`src/rtl/parking_keypad_encoder.sv`:
```
// Keypad front end: turns decimal key presses into an 8-bit password attempt
// with a one-cycle try strobe and a post-strobe hold-off. Optional COLLECT
// inactivity timeout is enabled by defining KEYPAD_TIMEOUT_EN.
module parking_keypad_encoder #(
  parameter int HOLDOFF_CYCLES = 4,
  parameter int TIMEOUT_CYCLES = 1000
) (
  input  logic       clk,
  input  logic       rst,
  input  logic       key_valid,
  input  logic [3:0] key_code,
  output logic [7:0] psswrd_atmpt,
  output logic       try_psswrd,
  output logic       entry_busy,
  output logic [1:0] digit_cnt,
  output logic       entry_err,
  output logic [1:0] state_dbg
);

  localparam logic [1:0] ST_IDLE    = 2'd0;
  localparam logic [1:0] ST_COLLECT = 2'd1;
  localparam logic [1:0] ST_HOLD    = 2'd2;

  localparam int HW = (HOLDOFF_CYCLES > 1) ? $clog2(HOLDOFF_CYCLES) : 1;
  localparam logic [HW-1:0] HOLD_LAST = HW'(HOLDOFF_CYCLES - 1);

  if (HOLDOFF_CYCLES < 1) begin : g_bad_holdoff
    $error("HOLDOFF_CYCLES must be at least 1");
  end
  if (TIMEOUT_CYCLES < 1) begin : g_bad_timeout
    $error("TIMEOUT_CYCLES must be at least 1");
  end

  logic [1:0]    state, state_d;
  logic          key_q;
  logic [9:0]    acc, acc_d, acc_mac;
  logic [1:0]    cnt_d;
  logic [HW-1:0] hold_cnt, hold_d;
  logic [7:0]    atmpt_d;
  logic          try_d, err_d;
  logic          accept, is_digit, is_clear, is_enter, timeout_hit;

  assign accept   = key_valid & ~key_q;
  assign is_digit = accept && (key_code <= 4'd9);
  assign is_clear = accept && (key_code == 4'hA);
  assign is_enter = accept && (key_code == 4'hB);
  // Only evaluated with fewer than 3 digits held, so acc <= 99 and no overflow.
  assign acc_mac  = (acc << 3) + (acc << 1) + {6'd0, key_code};

`ifdef KEYPAD_TIMEOUT_EN
  localparam int TW = $clog2(TIMEOUT_CYCLES + 1);
  logic [TW-1:0] idle_cnt;

  always_ff @(posedge clk or posedge rst) begin
    if (rst)                              idle_cnt <= '0;
    else if (state != ST_COLLECT || accept) idle_cnt <= '0;
    else                                  idle_cnt <= idle_cnt + 1'b1;
  end

  assign timeout_hit = (state == ST_COLLECT) && (idle_cnt == TW'(TIMEOUT_CYCLES - 1));
`else
  assign timeout_hit = 1'b0;
`endif

  always_comb begin
    state_d = state;
    acc_d   = acc;
    cnt_d   = digit_cnt;
    hold_d  = hold_cnt;
    atmpt_d = psswrd_atmpt;
    try_d   = 1'b0;
    err_d   = 1'b0;
    case (state)
      ST_IDLE: begin
        if (is_digit) begin
          acc_d   = {6'd0, key_code};
          cnt_d   = 2'd1;
          state_d = ST_COLLECT;
        end else if (is_enter) begin
          err_d = 1'b1;
        end
      end
      ST_COLLECT: begin
        // A key edge wins over a simultaneous timeout expiry.
        if (is_digit) begin
          if (digit_cnt != 2'd3) begin
            acc_d = acc_mac;
            cnt_d = digit_cnt + 2'd1;
          end
        end else if (is_clear) begin
          acc_d   = '0;
          cnt_d   = '0;
          state_d = ST_IDLE;
        end else if (is_enter) begin
          acc_d = '0;
          cnt_d = '0;
          if (acc <= 10'd255) begin
            atmpt_d = acc[7:0];
            try_d   = 1'b1;
            hold_d  = '0;
            state_d = ST_HOLD;
          end else begin
            err_d   = 1'b1;
            state_d = ST_IDLE;
          end
        end else if (!accept && timeout_hit) begin
          acc_d   = '0;
          cnt_d   = '0;
          err_d   = 1'b1;
          state_d = ST_IDLE;
        end
      end
      ST_HOLD: begin
        if (hold_cnt == HOLD_LAST) state_d = ST_IDLE;
        else                       hold_d  = hold_cnt + 1'b1;
      end
      default: state_d = ST_IDLE;
    endcase
  end

  // key_q resets high so a key held through reset never produces an edge.
  always_ff @(posedge clk or posedge rst) begin
    if (rst) begin
      state        <= ST_IDLE;
      key_q        <= 1'b1;
      acc          <= '0;
      digit_cnt    <= '0;
      hold_cnt     <= '0;
      psswrd_atmpt <= '0;
      try_psswrd   <= 1'b0;
      entry_err    <= 1'b0;
    end else begin
      state        <= state_d;
      key_q        <= key_valid;
      acc          <= acc_d;
      digit_cnt    <= cnt_d;
      hold_cnt     <= hold_d;
      psswrd_atmpt <= atmpt_d;
      try_psswrd   <= try_d;
      entry_err    <= err_d;
    end
  end

  assign entry_busy = (state == ST_COLLECT);
  assign state_dbg  = state;

endmodule
```
`config.mk`:
```
export PLATFORM = sky130hd
export DESIGN_NAME = parking_keypad_encoder
export DESIGN_NICKNAME = d
export VERILOG_FILES = /design/src/rtl/parking_keypad_encoder.sv
export SDC_FILE = /design/constraint.sdc
export NUM_CORES = 1
export LEC_CHECK = 0
export BUFFER_PORTS_ARGS = -buffer_cell sky130_fd_sc_hd__buf_2
export CORE_MARGIN = 8
export CORE_UTILIZATION = 61
export DETAILED_ROUTE_END_ITERATION = 10
export PLACE_DENSITY_LB_ADDON = 0.3
export SYNTH_ARGS = -nofsm -noshare
export SYNTH_HDL_FRONTEND = slang
export SYNTH_SLANG_ARGS = --single-unit
```
`constraint.sdc`:
```
create_clock -name clk -period 5.95 [get_ports clk]
set_clock_uncertainty 0.15 [all_clocks]
set_input_delay 1.19 -clock clk [delete_from_list [all_inputs] [get_ports clk]]
set_output_delay 1.19 -clock clk [all_outputs]
set_load 0.005 [all_outputs]
```
==> reports/results.tsv <==
stage	metric	value	unit
run_status	status	finished, final reports clean	
worst_setup_path	required	6020	ps
routing	wire_per_inst	17.6	µm
worst_setup_path	crit_start	key_code[3]	
synth	synthTopCellsByCount	26 x dfrtp_1, 16 x ha_1, 12 x inv_1	
global_route	grt_start_max_net_pins	28	
cts	postCtsSetupBuffers	0	
pwr	p_leak	0.920	nW
cts	clkTransAtPathRegs	160	ps
place	dp_hpwl	2.65	mm
worst_setup_path	cp-start-kind	input port	
worst_setup_path	cp-end-kind	flip-flop	
worst_setup_path	crit_end	acc[8]	
die	io_pins	22	
cts	insertion_delay	330	ps
flow_run	max-cap-violations	0	
sta	rsz0062_at_grt	no	
routing	wl	3.45	mm
cells_and_area	area_growth_syn_to_layout	9.77	%
synth	synth_area_per_cell	11.2	µm²
sta	timing.slew.headroom	0.343	
global_route	grt_pass1_vias	1188	
cts	ctsHoldBuffers	0	
worst_setup_path	rr_startpoint	acc[2]	
synth	yosys.area.top_type_share	0.406	
worst_setup_path	critPathKind	in2reg	
sta	slew_violations	0	
die	row_count	18	
worst_setup_path	r2r-end	acc[8]	
synth	syn_nets	168	
global_route	antenna_found_initial	0	
sta	fin_crit	3110	ps
synth	synth_mux_area_frac	0.0961	
synth	synthTopCellsByArea	dfrtp_1 41%, ha_1 13%, mux2_2 7.7%	
routing	vias_per_cell	6.18	
worst_setup_path	r2r_slack	3390	ps
synth	postSynthCellCount	143	
synth	synthFlopType	dfrtp_1	
synth	syn_area	1600	µm²
cts	clock-sinks	27	
die	fp.dieH	67.2	µm
place	portBuffers	21	
cells_and_area	layout-drive-gt1-share	0.259	
cts	cts.path.max_buffers	2	
pwr	peakVddDrop	0.266	mV
synth	synth_fa_ha_area_frac	0.150	
worst_setup_path	path_max_fanout	4	
synth	synthArstFlopShare	1.00	
cells_and_area	num_antenna_cells	0	
synth	synth_top_family_by_area	compound AO/OA/AOI/OAI gates	
global_route	grt_pass1_wl	5.73	mm
synth	yosysWarnings	0	
pwr	p_per_area	457	nW/µm²
worst_setup_path	r2r_cells	8	
global_route	gr-total-overflow	0	
die	fp.dieArea	4520	µm²
synth	synth-compound-area-share	0.154	
synth	synth_top_cell_by_area	dfrtp_1	
sta	setup_viol_count_final	0	
sta	clock.fmax	321	MHz
synth	ys_ff_latch	27	
die	initial_core_util	0.646	
cells_and_area	final_nets	192	
place	gp_congestion	0.892	
sta	setup_tns	0	ps
synth	yosysMostFrequentCell	dfrtp_1	
synth	synth_xor_area_frac	0.0219	
synth	synth-simple-area-share	0.117	
cells_and_area	nFillCells	181	
cts	cts_tree	done	
routing	num_vias	1211	
sta	hold_violations	0	
sta	tightest_slew	984	ps
die	core	2480	µm²
min_path	hp-class	reg2reg	
routing	drt_iter0_drc	69	
pwr	power.total	0.000804	W
cts	cts_made_buffers	3	
die	die_w	67.2	µm
global_route	track_usage	0.165	
routing	postRouteAntennaNets	0	
synth	yosysSeqAreaShare	0.423	
routing	dr.pass1.iters	4	
synth	synth.distinct_cells	43	
sta	post-route-period-util	0.523	
cts	htree_levels	1	
synth	synth-edff-count	0	
cts	ctsResizeCount	0	
cts	cts_root_buf	clkbuf_4	
worst_setup_path	worstPathArrival	3180	ps
routing	drc	0	
cell type report:
type	instances	area, µm²	share of cell area
clock inverters	1	7.51	0.00427
clock buffers	3	22.5	0.0128
repair buffers	21	105	0.0598
inverters	12	45.0	0.0256
flip-flops and latches	27	677	0.385
multi-input cells	102	863	0.491
well taps	30	37.5	0.0214
registers in the layout, summed over array words and instances (netlist names):
| name | flops |
|---|---|
| entry_err | 1 |
| acc | 10 |
| state_dbg | 2 |
| key_q | 1 |
| digit_cnt | 2 |
| hold_cnt | 2 |
| try_psswrd | 1 |
| psswrd_atmpt | 8 |
kinds of logic (layout without fill, tap and decap cells):
group	Yosys count	after routing
flip-flops	27	27
XOR/XNOR	4	4
AND/OR/NAND/NOR	33	33
multiplexers	14	14
adder cells (fa/ha/maj)	18	18
buffers and inverters	14	37
AO/OA/AOI/OAI	33	33
metrics by stage:
stage | area (µm²) | hold WS [ps] | instances | worst slack [ps] | utilization
CTS | 1760 | 373 | 196 | 2830 | 0.710
finish | 1760 | 363 | 196 | 2840 | 0.710
global placement | 1730 | 318 | 192 | 2550 | 0.697
floorplan | 1600 | 307 | 143 | 2700 | -
detailed placement | 1730 | 341 | 192 | 2470 | 0.697
global route | 1760 | 396 | 196 | 2770 | 0.710
how the worst min path moves through the flow:
| stage | cells past startpoint | from | endpoint |
|---|---|---|---|
| 2_1_floorplan | 1 | hold_cnt[0] | hold_cnt[0] |
| 6_report | 1 | hold_cnt[0] | hold_cnt[0] |
| 3_3_place_gp | 1 | hold_cnt[0] | hold_cnt[0] |
| 3_5_place_dp | 1 | psswrd_atmpt[1] | psswrd_atmpt[1] |
| 5_1_grt | 1 | hold_cnt[0] | hold_cnt[0] |
| 4_1_cts | 1 | psswrd_atmpt[1] | psswrd_atmpt[1] |
per-layer routing:
| layer | global-route usage | routed length [µm] | up-vias |
|---|---|---|---|
| li1 | - | - | 575 |
| met1 | 0.218 | 1440 | 577 |
| met2 | 0.264 | 1670 | 49 |
| met3 | 0.0265 | 271 | 10 |
| met4 | 0.0679 | 66 | 0 |
| met5 | 0 | 0 | - |
placed cells by master, fill, tap and decap left out, drive strengths merged, types with 3 or more instances in the layout:
| cell type | count |
|---|---|
| mux2 | 11 |
| nand3 | 5 |
| nor2 | 5 |
| a22o | 3 |
| dfrtp | 26 |
| mux2i | 3 |
| a21oi | 6 |
| nand2 | 11 |
| a211o | 3 |
| ha | 16 |
| inv | 12 |
| nand2b | 3 |
| o21ai | 5 |
| buf | 21 |
| clkbuf | 3 |
worst max-delay path, cell delays in order:
cell      delay, ps
buf_2           100
inv_1            70
fa_1            540
inv_1            70
fa_1            480
a211o_1         320
o211ai_1        130
a2111o_1        180
o221ai_1        100
power breakdown:
| group | total [W] | switching [W] | internal [W] | leakage, nW |
|---|---|---|---|---|
| clock | 0.0000843 | 0.0000586 | 0.0000257 | 0.0139 |
| sequential | 0.000306 | 0.0000639 | 0.000242 | 0.351 |
| combinational | 0.000414 | 0.000222 | 0.000192 | 0.556 |
| total | 0.000804 | 0.000344 | 0.000460 | 0.920 |
Power figures use the tool's default switching activity.
